`config.mk`:
```
export PLATFORM = sky130hd
export DESIGN_NAME = cache_l2_fa
export DESIGN_NICKNAME = d
export VERILOG_FILES = /design/src/rtl/cache_l2_fa.sv
export SDC_FILE = /design/constraint.sdc
export NUM_CORES = 1
export LEC_CHECK = 0
export ABC_AREA = 1
export CAP_MARGIN = 20
export CORE_MARGIN = 1
export CORE_UTILIZATION = 40
export DETAILED_ROUTE_END_ITERATION = 7
export PLACE_DENSITY = 0.6
export SLEW_MARGIN = 20
export SYNTH_ARGS = -nofsm -noshare
export SYNTH_HDL_FRONTEND = slang
export SYNTH_SLANG_ARGS = --single-unit
```
`constraint.sdc`:
```
create_clock -name clk -period 4.95 [get_ports clk]
set_input_delay 1.485 -clock clk [delete_from_list [all_inputs] [get_ports clk]]
set_output_delay 1.485 -clock clk [all_outputs]
set_load 0.01 [all_outputs]
```
`src/rtl/cache_l2_fa.sv`:
```
// cache_l2_fa: second-level cache behind the write-through L1.
// 8-entry fully associative array of 16-bit words, write-back with
// write-allocate and true-LRU replacement. Misses and dirty evictions go to
// main memory over a level req / one-cycle ack handshake.
// Optional feature: define L2_STATS_EN to add saturating hit_cnt/miss_cnt.
module cache_l2_fa #(
    parameter int unsigned ADDR_W  = 7,
    parameter int unsigned DATA_W  = 16,
    parameter int unsigned NUM_ENT = 8,
    parameter int unsigned CNT_W   = 16
) (
    input  logic              clk,
    input  logic              reset,
    input  logic              req,
    input  logic              wren,
    input  logic [ADDR_W-1:0] addr,
    input  logic [DATA_W-1:0] data,
    output logic              ack,
    output logic              hit,
    output logic [DATA_W-1:0] q,
    output logic              busy,
    output logic              mem_req,
    output logic              mem_wren,
    output logic [ADDR_W-1:0] mem_addr,
    output logic [DATA_W-1:0] mem_wdata,
    input  logic [DATA_W-1:0] mem_rdata,
    input  logic              mem_ack
`ifdef L2_STATS_EN
    ,
    output logic [CNT_W-1:0]  hit_cnt,
    output logic [CNT_W-1:0]  miss_cnt
`endif
);

    localparam int unsigned IDX_W = $clog2(NUM_ENT);
    localparam logic [IDX_W-1:0] AGE_MAX = IDX_W'(NUM_ENT - 1);

    typedef enum logic [2:0] {
        StIdle,
        StLookup,
        StEvict,
        StFill,
        StResp
    } state_e;

    state_e state_q, state_d;

    // Cache array
    logic [NUM_ENT-1:0] valid_q;
    logic [NUM_ENT-1:0] dirty_q;
    logic [ADDR_W-1:0]  tag_q  [NUM_ENT];
    logic [DATA_W-1:0]  data_q [NUM_ENT];
    logic [IDX_W-1:0]   age_q  [NUM_ENT];
    logic [IDX_W-1:0]   age_d  [NUM_ENT];

    // Latched request
    logic              req_wren_q;
    logic [ADDR_W-1:0] req_addr_q;
    logic [DATA_W-1:0] req_data_q;

    // Response and memory-side registers
    logic              hit_q;
    logic [DATA_W-1:0] q_q;
    logic [IDX_W-1:0]  victim_q;
    logic              mem_req_q;
    logic              mem_wren_q;
    logic [ADDR_W-1:0] mem_addr_q;
    logic [DATA_W-1:0] mem_wdata_q;

    // Lookup / victim results
    logic              hit_any;
    logic [IDX_W-1:0]  hit_idx;
    logic              inv_any;
    logic [IDX_W-1:0]  inv_idx;
    logic [IDX_W-1:0]  old_idx;
    logic [IDX_W-1:0]  victim;
    logic              need_evict;

    // Entry write port and LRU touch
    logic              ent_we;
    logic [IDX_W-1:0]  ent_idx;
    logic [DATA_W-1:0] ent_data;
    logic              ent_dirty;
    logic              clr_dirty;
    logic              touch;
    logic [IDX_W-1:0]  touch_idx;

    // Parallel tag compare against all valid entries
    always_comb begin
        hit_any = 1'b0;
        hit_idx = '0;
        for (int i = 0; i < NUM_ENT; i++) begin
            if (valid_q[i] && (tag_q[i] == req_addr_q)) begin
                hit_any = 1'b1;
                hit_idx = IDX_W'(i);
            end
        end
    end

    // Victim: lowest-index invalid entry, else the entry with the oldest age
    always_comb begin
        inv_any = 1'b0;
        inv_idx = '0;
        old_idx = '0;
        for (int i = NUM_ENT - 1; i >= 0; i--) begin
            if (!valid_q[i]) begin
                inv_any = 1'b1;
                inv_idx = IDX_W'(i);
            end
        end
        for (int i = 0; i < NUM_ENT; i++) begin
            if (age_q[i] == AGE_MAX) begin
                old_idx = IDX_W'(i);
            end
        end
        victim     = inv_any ? inv_idx : old_idx;
        need_evict = valid_q[victim] && dirty_q[victim];
    end

    // State register
    always_ff @(posedge clk) begin
        if (reset) begin
            state_q <= StIdle;
        end else begin
            state_q <= state_d;
        end
    end

    // Next-state logic
    always_comb begin
        state_d = state_q;
        case (state_q)
            StIdle: begin
                if (req) begin
                    state_d = StLookup;
                end
            end
            StLookup: begin
                if (hit_any) begin
                    state_d = StResp;
                end else if (need_evict) begin
                    state_d = StEvict;
                end else if (req_wren_q) begin
                    state_d = StResp;
                end else begin
                    state_d = StFill;
                end
            end
            StEvict: begin
                if (mem_ack) begin
                    state_d = req_wren_q ? StResp : StFill;
                end
            end
            StFill: begin
                if (mem_ack) begin
                    state_d = StResp;
                end
            end
            StResp: begin
                state_d = StIdle;
            end
            default: begin
                state_d = StIdle;
            end
        endcase
    end

    // FSM outputs; ack and hit exist only in the response cycle
    always_comb begin
        ack  = (state_q == StResp);
        hit  = (state_q == StResp) && hit_q;
        busy = (state_q != StIdle);
    end

    assign q         = q_q;
    assign mem_req   = mem_req_q;
    assign mem_wren  = mem_wren_q;
    assign mem_addr  = mem_addr_q;
    assign mem_wdata = mem_wdata_q;

    // Decide which entry is written / touched this cycle
    always_comb begin
        ent_we    = 1'b0;
        ent_idx   = victim_q;
        ent_data  = req_data_q;
        ent_dirty = 1'b1;
        clr_dirty = 1'b0;
        touch     = 1'b0;
        touch_idx = victim_q;
        case (state_q)
            StLookup: begin
                if (hit_any) begin
                    touch     = 1'b1;
                    touch_idx = hit_idx;
                    if (req_wren_q) begin
                        ent_we  = 1'b1;
                        ent_idx = hit_idx;
                    end
                end else if (!need_evict && req_wren_q) begin
                    // Write miss into a clean or empty slot installs at once
                    ent_we    = 1'b1;
                    ent_idx   = victim;
                    touch     = 1'b1;
                    touch_idx = victim;
                end
            end
            StEvict: begin
                if (mem_ack) begin
                    clr_dirty = 1'b1;
                    if (req_wren_q) begin
                        ent_we = 1'b1;
                        touch  = 1'b1;
                    end
                end
            end
            StFill: begin
                if (mem_ack) begin
                    ent_we    = 1'b1;
                    ent_data  = mem_rdata;
                    ent_dirty = 1'b0;
                    touch     = 1'b1;
                end
            end
            default: begin
            end
        endcase
    end

    // True-LRU: younger-than-touched entries age by one, touched entry becomes 0
    always_comb begin
        for (int i = 0; i < NUM_ENT; i++) begin
            age_d[i] = age_q[i];
        end
        if (touch) begin
            for (int i = 0; i < NUM_ENT; i++) begin
                if (age_q[i] < age_q[touch_idx]) begin
                    age_d[i] = age_q[i] + IDX_W'(1);
                end
            end
            age_d[touch_idx] = '0;
        end
    end

    // Cache array update
    always_ff @(posedge clk) begin
        if (reset) begin
            valid_q <= '0;
            dirty_q <= '0;
            for (int i = 0; i < NUM_ENT; i++) begin
                tag_q[i]  <= '0;
                data_q[i] <= '0;
                age_q[i]  <= IDX_W'(i);
            end
        end else begin
            if (clr_dirty) begin
                dirty_q[victim_q] <= 1'b0;
            end
            if (ent_we) begin
                valid_q[ent_idx] <= 1'b1;
                dirty_q[ent_idx] <= ent_dirty;
                tag_q[ent_idx]   <= req_addr_q;
                data_q[ent_idx]  <= ent_data;
            end
            for (int i = 0; i < NUM_ENT; i++) begin
                age_q[i] <= age_d[i];
            end
        end
    end

    // Capture the request while idle
    always_ff @(posedge clk) begin
        if (reset) begin
            req_wren_q <= 1'b0;
            req_addr_q <= '0;
            req_data_q <= '0;
        end else if ((state_q == StIdle) && req) begin
            req_wren_q <= wren;
            req_addr_q <= addr;
            req_data_q <= data;
        end
    end

    // Response data, hit flag and victim latch
    always_ff @(posedge clk) begin
        if (reset) begin
            hit_q    <= 1'b0;
            q_q      <= '0;
            victim_q <= '0;
        end else begin
            if (state_q == StLookup) begin
                hit_q    <= hit_any;
                victim_q <= victim;
            end
            // Every entry write also carries the word returned to the L1
            if (ent_we) begin
                q_q <= ent_data;
            end else if ((state_q == StLookup) && hit_any) begin
                q_q <= data_q[hit_idx];
            end
        end
    end

    // Memory request: high while in EVICT/FILL; fields load on entry
    always_ff @(posedge clk) begin
        if (reset) begin
            mem_req_q   <= 1'b0;
            mem_wren_q  <= 1'b0;
            mem_addr_q  <= '0;
            mem_wdata_q <= '0;
        end else begin
            mem_req_q <= (state_d == StEvict) || (state_d == StFill);
            if ((state_q == StLookup) && (state_d == StEvict)) begin
                mem_wren_q  <= 1'b1;
                mem_addr_q  <= tag_q[victim];
                mem_wdata_q <= data_q[victim];
            end else if ((state_d == StFill) && (state_q != StFill)) begin
                mem_wren_q <= 1'b0;
                mem_addr_q <= req_addr_q;
            end
        end
    end

`ifdef L2_STATS_EN
    logic [CNT_W-1:0] hit_cnt_q;
    logic [CNT_W-1:0] miss_cnt_q;

    // Saturating hit/miss counters, stepped in the response cycle
    always_ff @(posedge clk) begin
        if (reset) begin
            hit_cnt_q  <= '0;
            miss_cnt_q <= '0;
        end else if (state_q == StResp) begin
            if (hit_q) begin
                if (hit_cnt_q != '1) begin
                    hit_cnt_q <= hit_cnt_q + CNT_W'(1);
                end
            end else begin
                if (miss_cnt_q != '1) begin
                    miss_cnt_q <= miss_cnt_q + CNT_W'(1);
                end
            end
        end
    end

    assign hit_cnt  = hit_cnt_q;
    assign miss_cnt = miss_cnt_q;
`else
    logic [CNT_W-1:0] stats_unused;
    assign stats_unused = '0;
`endif

endmodule

```
==> metrics.txt, run 1 <==
largest net degree at the start of global routing=87; CP dominant cell by count=nand2_1; Slew @ Worst Pin=991 ps; vias per cell=5.63; drt first-iter violations=1345; Mapped Area=around 16000 um2; CP max stage delay=560 ps; pwr dens=388 nW/um2; Setup TNS=0 ps; relative slew slack=about a third; core area=40000 um2; Final ANT Viol Nets=0; Primary FF master, synth=edfxtp_1; largest area contributor in the netlist=edfxtp_1; nets=~2100; cts hold-fix bufs=0; layout cells sized above 1=11.8%; IO Port Bufs=87; Sequential Area=7770 um2; syn avg cell area=8.14 um2; period utilisation layout=91.9%; fill count=3799; Final Wtd Congestion=0.854; die area=roughly 42000 um2; clk_skew=23.0 ps; Die Wd=204 um; count leader, synth=nand2_1; final hold violation count=0; Post-synth top cells=nand2_1, nor2_1, inv_1; CP endpoint kind=flip-flop; Final Setup Violations=0; row cnt=73; CTS clk-pin slew, worst paths=roughly 60 ps; TritonCTS Buffers=36; Static Leakage=roughly 7.3 nW; Die H=204 um; Worst-Skew Late Latency=560 ps; Async S/R FF share, synth=0%; WHS Endpoint=req_data_q[8]$_SDFFE_PP0P_; HPWL after DPL=34100 um; RSZ-0062 raised after global routing=no; WL final=between 50000 and 60000 um; CTS tree=yes; first-pass GRT wire length=81600 um; Clock Root Buffer=clkbuf_16; Crit-path slowest cell=buf_4; Cells after Synth=2006; DRT Pass-1 Iters=5; clock buffer depth=3; status=complete, no violations; total of max-cap violations=0; Worst VDD drop=178 uV; Synth-to-Final Area Change=17.0%; number of antenna diodes=0; synthesis-stage register bit count=between 200 and 300; startpoint types=flip-flop; Multi-input gate area=7230 um2; Critical Path AT=4790 ps; Synth top area share=33.8%; antenna violations before repair=0; Seq/Total Area, Yosys=47.6%; r2r endpoint=data_q[3][6]$_SDFFCE_PN0P_; Setup Crit Path Kind=reg2reg; number of flops mapped to enable cells by yosys=184; H-Tree Depth=2; critical register-to-register path startpoint=req_addr_q[1]$_SDFFE_PP0P_; clock sink total=296; final instance area=19100 um2; placed inst area=between 15000 and 20000 um2; ranking of synthesized cells by area=edfxtp_1, dfxtp_1, nand2_1, nor2_1, o21ai_0; GRT overflow=0; Yosys warnings=0; hold wc startpoint=req_data_q[8]$_SDFFE_PP0P_; cells on worst reg2reg path=19; R2R Setup Slk=between 300 and 400 ps; vias in the first global route=14200; fin crit period=4550 ps; post-synthesis cell type count=59; Worst Hold Class=reg2reg; drt wl/cell=20.3 um; hold path cells=2; CP cell instances=inv_2 -> nor2_1 -> nor3_1 -> nand3b_1 -> nor3_2 -> nand2_1 -> nand2_1 -> nand2_1 -> nand2_1 -> nand2_2 -> nand2_4 -> buf_4 -> nand2_1 -> a21oi_1 -> nand2_1 -> nor2_2 -> nand2_1 -> nand2_1 -> buf_12; Synthesized Nets=2073; via count=14800; fin. max-slew vios=0; Global Route Usage Sum=25.7%; I/O pin total=88; drt drc=0; CP required=5190 ps; CP Max Fanout=67; Initial Utilization=40.8%; Max Freq=220 MHz
-- worst max-delay path, delay by kind of cell, from the launching register on --
family | cells | cell delay [ps]
DFF | 1 | 330
AOI/OAI and AO/OA | 1 | 170
buffers and inverters | 3 | 1200
and+or+nand+nor | 15 | 2520
-- logic make-up after synthesis --
kind of cell	count (synthesis)	synth area share, %
simple gates	849	23.1
mux	3	0.207
xor+xnor	20	1.07
flops	296	47.6
fa+ha+maj	23	1.76
compound gates	479	18.0
buf+inv	336	8.29
-- placed cells by master (no fill, tap or decap), drive strengths merged, types with 21 or more instances in the layout --
cell           synthesis  final
clkbuf                81     49
inv                  210    213
dfxtp                112    112
o211ai                44     44
nand2                401    401
o21ai                183    183
a21oi                137    137
edfxtp               184    184
a31oi                 37     37
nor2                 277    277
clkdlybuf4s50          0     86
buf                   40     67
a311o                 21     21
nand3                135    135
ha                    23     23
-- cell type report --
class | count | area share, %
clock inverter | 17 | 0.982
sequential | 296 | 40.6
clock buffer | 49 | 5.34
inverter | 215 | 4.30
tap | 525 | 3.44
timing repair buffer | 153 | 7.45
multi-input combinational | 1374 | 37.8
-- registers in the layout (all words and copies together) (netlist names) --
signal      cells
req_wren_q      1
tag_q          56
hit_q           1
q              16
victim_q        3
dirty_q         8
mem_req         1
mem_addr        7
age_q          24
req_data_q     16
mem_wren        1
valid_q         8
state_q         3
req_addr_q      7
mem_wdata      16
data_q        128
-- repair_timing --
item | CTS | global route
setup buffers | 0 | 0
endpoints found under the setup margin | 0 | 24
resized for setup | 0 | 2
-- layer usage --
| layer | wire [um] | GRT usage, % | vias up |
|---|---|---|---|
| met3 | 4740 | 4.32 | 101 |
| met4 | 1470 | 9.28 | 0 |
| li1 | - | - | 6975 |
| met2 | 24200 | 41.1 | 672 |
| met1 | 22900 | 34.8 | 7045 |
| met5 | 0 | 0 | - |
-- worst max-delay path by stage --
stage	from	endpoint	slack, ps	cells after the start
2_1_floorplan	age_q[4][0]$_SDFFE_PP0P_	age_q[2][1]$_SDFFE_PP1P_	1050	29
3_3_place_gp	age_q[4][0]$_SDFFE_PP0P_	age_q[2][0]$_SDFFE_PP0P_	370	28
4_1_cts	age_q[4][0]$_SDFFE_PP0P_	age_q[2][1]$_SDFFE_PP1P_	250	29
6_report	req_addr_q[1]$_SDFFE_PP0P_	data_q[3][6]$_SDFFCE_PN0P_	400	19
3_5_place_dp	age_q[4][0]$_SDFFE_PP0P_	age_q[2][1]$_SDFFE_PP1P_	280	29
5_1_grt	age_q[4][0]$_SDFFE_PP0P_	age_q[7][1]$_SDFFE_PP1P_	6	31
-- power breakdown --
part	switching, mW	total, mW	internal, mW
logic	1.19	1.78	0.587
clock network	1.07	2.73	1.66
registers	0.129	2.91	2.78
-- through the flow --
step,power (mW),hold WS (ps),std cells,utilization [%],worst slack (ps)
floorplan,4.14,430,2006,-,1050
global placement,4.68,440,2563,44.7,371
detailed placement,4.71,446,2563,44.7,283
CTS,7.43,454,2629,47.7,246
global route,7.76,482,2629,47.8,5.62
finish,7.42,452,2629,47.8,400
Power figures use the tool's default switching activity.
==> run 2: changes to the inputs <==
PLACE_DENSITY = 0.69   (was 0.6)
==> metrics.txt, run 2 (synthesis gave the netlist of run 1 again) <==
layout cells sized above 1=11.2% (-0.55 points); via count=15000 (+1.4%); Max Freq=218 MHz (-0.99%); CP required=5420 ps (+230 ps); post-layout util=47.4% (-0.33 points); Worst VDD drop=205 uV (+15%); startpoint types=flip-flop; drt drc=0 (unchanged); WHS Endpoint=req_data_q[6]$_SDFFE_PP0P_; TritonCTS Buffers=35 (-2.8%); Sw Pwr=2.41 mW (+0.55%); Static Leakage=7.22 nW (-1.0%); largest net degree at the start of global routing=106 (+22%); Clock power frac=35.8% (-1.0 points); Setup TNS=0 ps (unchanged); row cnt=73 (unchanged); Slew @ Worst Pin=995 ps (+3.88 ps); Internal=4.89 mW (-2.8%); drt first-iter violations=1827 (+36%); vias per cell=5.73 (+1.9%); Initial Utilization=40.8% (unchanged); cts hold-fix bufs=0 (unchanged); CTS clk-pin slew, worst paths=60 ps (about the same); CP Max Fanout=47 (-30%); max reg flops=128 (unchanged); clk_skew=21.2 ps (-1.81 ps); final hold violation count=0 (unchanged); Final ANT Viol Nets=0 (unchanged); cells on worst reg2reg path=26 (+7); Reg power frac=40.0% (+0.8 points); relative slew slack=33.7% (-0.26 points); Setup Crit Path Kind=reg2reg; die area=41600 um2 (unchanged); vias in the first global route=14200 (+0.46%); hold path cells=2 (unchanged); Sw Share=33.0% (+0.74 points); number of antenna diodes=0 (unchanged); fin. max-slew vios=0 (unchanged); DRT Pass-1 Iters=6 (+1); GRT overflow=0 (unchanged); placed inst area=17800 um2 (-0.45%); r2r endpoint=age_q[2][2]$_SDFFE_PP0P_; H-Tree Depth=2 (unchanged); Worst Hold Class=reg2reg; Final Setup Violations=0 (unchanged); nets=2133 (-0.47%); hold wc startpoint=req_data_q[6]$_SDFFE_PP0P_; Global Route Usage Sum=24.7% (-1.0 points); Comb power frac=24.2% (+0.2 points); clock sink total=296 (unchanged); CP endpoint kind=flip-flop; Top reg by flops=data_q; clock buffer depth=3 (unchanged); drt wl/cell=19.7 um (-2.7%); Die H=204 um (unchanged); antenna violations before repair=0 (unchanged); largest registers=data_q: 128 flops, tag_q: 56 flops, age_q: 24 flops; Final Wtd Congestion=0.915 (+7.1%); most common cell after layout, fill and taps aside=nand2_1; Clock Root Buffer=clkbuf_16; most frequent cells in the layout=nand2_1, nor2_1, inv_1, edfxtp_1, o21ai_0; Worst-Skew Late Latency=540 ps (-20 ps); fin crit period=4600 ps (+45.6 ps); status=complete, no violations; core area=40000 um2 (unchanged); Synth-to-Final Area Change=16.2%; period utilisation layout=92.8% (+0.92 points); total of max-cap violations=0 (unchanged); I/O pin total=88 (unchanged); first-pass GRT wire length=80100 um (-1.9%); WL final=51600 um (-3.2%); Die Wd=204 um (unchanged); HPWL after DPL=32800 um (-3.6%); Critical Path AT=5060 ps (+270 ps); IO Port Bufs=87 (unchanged); pwr dens=384 nW/um2 (-1.0%); RSZ-0062 raised after global routing=no; critical register-to-register path startpoint=age_q[5][0]$_SDFFE_PP1P_; final instance area=19000 um2 (-0.70%); CTS tree=yes; R2R Setup Slk=350 ps (-50 ps)
run 2: stage by stage:
step	hold WS (ps)	setup WS (ps)	std cells	total power, mW
after floorplan	430	1050	2006	4.14
after global placement	439	562	2554	4.65
after detailed placement	444	416	2554	4.70
after CTS	453	390	2617	7.29
after global routing	472	10.6	2617	7.62
final	450	354	2617	7.29
run 2: power by group through the flow:
stage               clock network [mW]  logic (mW)  registers, mW
global placement                     0        1.69           2.96
floorplan                            0        1.21           2.93
CTS                               2.63        1.75           2.91
detailed placement                   0        1.74           2.97
global route                      2.73        1.95           2.94
finish                            2.61        1.77           2.92
run 2: worst max-delay path by stage:
stage	from	end	slack (ps)	cells past startpoint
after floorplan	age_q[4][0]$_SDFFE_PP0P_	age_q[2][1]$_SDFFE_PP1P_	1050	29
final	age_q[5][0]$_SDFFE_PP1P_	age_q[2][2]$_SDFFE_PP0P_	350	26
after CTS	age_q[5][0]$_SDFFE_PP1P_	age_q[7][2]$_SDFFE_PP1P_	390	26
after detailed placement	age_q[5][0]$_SDFFE_PP1P_	age_q[7][2]$_SDFFE_PP1P_	420	26
after global routing	age_q[2][0]$_SDFFE_PP0P_	age_q[2][1]$_SDFFE_PP1P_	10	30
after global placement	age_q[1][0]$_SDFFE_PP1P_	age_q[2][0]$_SDFFE_PP0P_	560	30
run 2: layer usage:
metal  wire, um  up-vias  global-route usage (%)
met4       1990        0                    10.6
met5          0        -                       0
met2      22500      917                    37.7
met3       5890      171                    4.94
li1           -     6967                       -
met1      21100     6948                    33.8
run 2: worst max-delay path, stage by stage, from the launching register on:
cell and delay (ps):
dfxtp_1 340, ha_1 220, ha_1 240, nor2_1 130, o21ai_1 80, nand2_1 80
nand3_1 100, a21oi_4 170, buf_4 550, nand3_1 190, nand3_2 150, nand2_2 150
inv_2 130, nor2_1 60, inv_1 80, nor2_1 60, nand2_1 60, o21ai_0 70
or4_1 740, ha_1 350, o21ai_1 70, inv_1 60, nand2_2 100, nand2_1 80
nand2_1 70, nand2_1 70, a21oi_2 110
run 2: area by class of cell:
| type | instances | area (um2) |
|---|---|---|
| fillers | 3774 | 21000 |
| flip-flops and latches | 296 | 7770 |
| multi-input cells | 1374 | 7220 |
| repair buffers | 144 | 1350 |
| clock buffers | 46 | 1000 |
| inverters | 215 | 821 |
| well taps | 525 | 657 |
| clock inverters | 17 | 154 |
run 2: what timing repair did:
action / 4_1_cts / 5_1_grt
gates resized for setup: 0 / 1
endpoints found under the setup margin: 0 / 1
buffers inserted: 0 / 0
==> edit 1 (config.mk and constraints of run 2) <==
Set the parameter `ADDR_W` to 9 (it was 7).
--- a/src/rtl/cache_l2_fa.sv
+++ b/src/rtl/cache_l2_fa.sv
@@ -4,7 +4,7 @@
 // main memory over a level req / one-cycle ack handshake.
 // Optional feature: define L2_STATS_EN to add saturating hit_cnt/miss_cnt.
 module cache_l2_fa #(
-    parameter int unsigned ADDR_W  = 7,
+    parameter int unsigned ADDR_W  = 9,
     parameter int unsigned DATA_W  = 16,
     parameter int unsigned NUM_ENT = 8,
     parameter int unsigned CNT_W   = 16
Ports: changed (resized addr and mem_addr); port bits go from 88 to 92. No check against the original RTL was run, so the function may have changed too.
==> edit 1 against run 2 <==
Critical path depth rose by 1. Sequential cell count rose by 20. Via count rose by 7.8%. Cell area rose by 7.0%. Routed wire length rose by 10%. Setup slack improved by 0.022 ns. Area after synthesis rose by 6.9%. Total power rose by 4.6%. Non-clock buffer count rose by 11. Largest cell class unchanged.
==> edit 1: results (changes against run 2) <==
The end of the worst hold path was req_data_q[11]. The largest registers in the layout are data_q: 128 flops, tag_q: 72 flops, age_q: 24 flops. The run gives 0.9372 (+2.5%) as the routability congestion estimate from global placement. The tools report the met1 global-route usage as 31.70% (-2.1 points). Count of placed standard cells in the final layout, fillers left out: 2896 (+11%). The XOR/XNOR share of the synthesized area works out to 1.505% (+0.43 points). The fraction of cell area in non-clock buffers is 7.164% (+0.043 points), and the complex-gate fraction of the synthesized area is 15.01% (-3.0 points). The logs give 97 (-8.5%) for the largest net degree at the start of global routing and 5.01 ns (-0.05 ns) for the arrival time at the worst endpoint.

The fraction of the mapped netlist area in adder cells came out at 1.649% (-0.11 points). The run gives 0.002488 W (+3.3%) as the net switching component of the power. The share of total power in combinational logic came out at 23.5% (-0.7 points).

In this run the worst setup path begins at req_addr_q[6]. The run finished with clean final reports. The half-perimeter wire length of the detailed placement result is 37450 um (+14%). The tools report the count of cell types in the netlist as 52 (-12%). The slowest stage of the critical path belongs to the cell sky130_fd_sc_hd__dfxtp_1. The tools report the sequential-to-total area share from yosys stat as 47.71% (+0.13 points). The maximum fanout along the worst path works out to 13 (-72%).

The number of violations reported at the end of detailed-routing iteration 0 was 1580 (-14%); the port buffer count was 91 (+4.6%). Worst stage delay on the critical path: 0.68 ns (-0.06 ns). Worst setup skew after layout: 0.01695 ns (-0.004286 ns).

The post-synthesis mux area share came out at 0% (-0.21 points). The tools report the global-route met2 utilization as 42.74% (+5.1 points).
## edit 1: cell types whose count changed after synthesis, moves of 9 or more
cell	run 2	this run
sky130_fd_sc_hd__a21oi_1	130	82
sky130_fd_sc_hd__a311o_1	21	0
sky130_fd_sc_hd__a41oi_1	9	0
sky130_fd_sc_hd__edfxtp_1	184	200
sky130_fd_sc_hd__inv_1	194	220
sky130_fd_sc_hd__nand2_1	375	448
sky130_fd_sc_hd__nor2_1	243	376
sky130_fd_sc_hd__nor2_2	30	8
sky130_fd_sc_hd__o211ai_1	44	68
sky130_fd_sc_hd__o21ai_0	149	133
sky130_fd_sc_hd__o22ai_1	18	28
sky130_fd_sc_hd__o31ai_1	0	34
sky130_fd_sc_hd__xnor2_1	8	17
## edit 1: stage by stage
step,total power (W),util [%],area [um2]
finish,0.007631,47.11,20290
global route,0.007986,47.11,20290
CTS,0.007650,47.11,20290
detailed placement,0.004928,44.33,19090
global placement,0.004880,44.33,19090
floorplan,0.004341,-,17460
==> edit 2 (flow settings as in run 2) <==
Without the edit above. The 5 states of `state_e` get a one-hot encoding in 5 bits.
--- a/src/rtl/cache_l2_fa.sv
+++ b/src/rtl/cache_l2_fa.sv
@@ -35,12 +35,12 @@
     localparam int unsigned IDX_W = $clog2(NUM_ENT);
     localparam logic [IDX_W-1:0] AGE_MAX = IDX_W'(NUM_ENT - 1);
 
-    typedef enum logic [2:0] {
-        StIdle,
-        StLookup,
-        StEvict,
-        StFill,
-        StResp
+    typedef enum logic [4:0] {
+        StIdle   = 5'b00001,
+        StLookup = 5'b00010,
+        StEvict  = 5'b00100,
+        StFill   = 5'b01000,
+        StResp   = 5'b10000
     } state_e;
 
     state_e state_q, state_d;
Function: no difference found for any inputs over 4 cycles, from zero or initial values and one cycle with reset high; so few cycles prove little.
==> edit 2 against run 2 <==
Sequential cell count up 2. Routed wire length up 0.99%. Utilization down 0.13 points. Global-route usage up 0.070 points. Cell area down 0.27%. Cell count up 1.7%. Setup slack better by 0.28 ns. Via count up 1.2%. Area after synthesis up 0.16%.
Power is not compared: it rests on default switching activity, and its combinational part moved more than twofold at a synthesized area within 25%.
==> edit 2: results (changes against run 2) <==
The flow ran to the end, and the final reports show no timing, DRC or antenna violations. For the number of nets at the end of the flow, the log shows 2178 (+2.1%). The minimum setup slack after placement came out at 0.6667 ns (+0.2508 ns). The fraction of cell area in non-clock buffers works out to 7.101% (-0.020 points). The number of nets produced by synthesis was 2130 (+2.7%); the total placed instance area was 0.01783 mm2 (about the same). The final antenna diode count was 1 (+1).

Ranked by instance count, the synthesized netlist is headed by sky130_fd_sc_hd__nor2_1 (352), sky130_fd_sc_hd__nand2_1 (339), sky130_fd_sc_hd__inv_1 (233), sky130_fd_sc_hd__o21ai_0 (204), sky130_fd_sc_hd__edfxtp_1 (184). The tightest slew margin relative to the limit is 26.92% (-6.7 points), and the fraction of final layout cells sized beyond drive strength 1 is 8.287% (-2.9 points). The initial antenna violation count was 1 (+1); the XOR/XNOR share of the synthesized area was 1.178% (+0.11 points).

The multi-input logic portion of the cell area is 37.34% (-0.73 points), and the sequential cell count of the final layout is 298 (+0.68%). The logs give 1556 (-15%) for the number of violations reported at the end of detailed-routing iteration 0 and 55 (-6.8%) for the count of cell types in the netlist. The logs give 0.60 ns (+0.06 ns) for the clock network latency to the later pin of the worst-skew pair and 0.6392 ns (+0.2849 ns) for the final critical-path setup slack.

The arrival time at the worst endpoint came out at 4.79 ns (-0.27 ns). The worst setup skew after layout is 0.01632 ns (-0.004918 ns), and the length in cells of the worst reg-to-reg path is 31 (+19%). For the total of fill cells in the finished design, the log shows 3852 (+2.1%). Multi-input gate count: 1388 (+1.0%).

The fraction of the mapped netlist area in adder cells works out to 1.760% (-0.0028 points). Compared with the post-synthesis result, the final layout area differs by 15.72%. The complex-gate fraction of the synthesized area works out to 17.48% (-0.50 points). The post-synthesis mux area share works out to 0% (-0.21 points).

The half-perimeter wire length of the detailed placement result was 33150 um (+0.95%). The mean number of vias per cell was 5.702 (-0.54%); the clock buffer count was 42 (-8.7%). The maximum fanout along the worst path is 8 (-83%), and the number of global-route vias before repair is 14590 (+2.6%). The sequential-to-total area share from yosys stat is 47.74% (+0.17 points), and the mean routed wirelength per cell is 19.56 um (-0.71%). The run gives 1 (-1) as the H-tree depth. The highest-delay cell along the critical path was sky130_fd_sc_hd__dfxtp_1. The run gives 24.73% (+0.070 points) as the total global-route track usage.

The number of buffers added by the clock tree synthesis step was 31 (-11%). The end of the worst hold path is req_data_q[4]. Count of plain and timing-repair buffers: 140 (-2.8%). The hold path startpoint is req_data_q[4]. The routability congestion estimate from global placement is 0.9018 (-1.4%), and the number of logic inverters in the finished layout is 252 (+17%). Die footprint: 0.04170 mm2 (+0.16%).

The worst register-to-register path begins at age_q[2][0].
## edit 2: changes by cell type after synthesis, moves of 10 or more
cell and change:
sky130_fd_sc_hd__nor2_2 -28, sky130_fd_sc_hd__a311oi_1 +19, sky130_fd_sc_hd__nor2_1 +109, sky130_fd_sc_hd__nand3_1 -22, sky130_fd_sc_hd__inv_1 +39, sky130_fd_sc_hd__nand2_1 -36, sky130_fd_sc_hd__o21ai_0 +55, sky130_fd_sc_hd__a21oi_1 -34
sky130_fd_sc_hd__a311o_1 -19, sky130_fd_sc_hd__o211ai_1 +10, sky130_fd_sc_hd__o21ai_1 -17
## edit 2: through the flow
stage / total power, W / cells
floorplan: 0.003205 / 2063
global placement: 0.003399 / 2603
detailed placement: 0.003415 / 2603
CTS: 0.005916 / 2661
global route: 0.006088 / 2661
finish: 0.005909 / 2662
## edit 2: per-layer routing
layer	up-vias	global-route usage [%]	wire length (um)
met3	175	3.986	5682
met1	7081	31.66	19860
met2	895	40.56	23940
li1	7027	-	-
met4	0	12.05	2584
met5	-	0	0
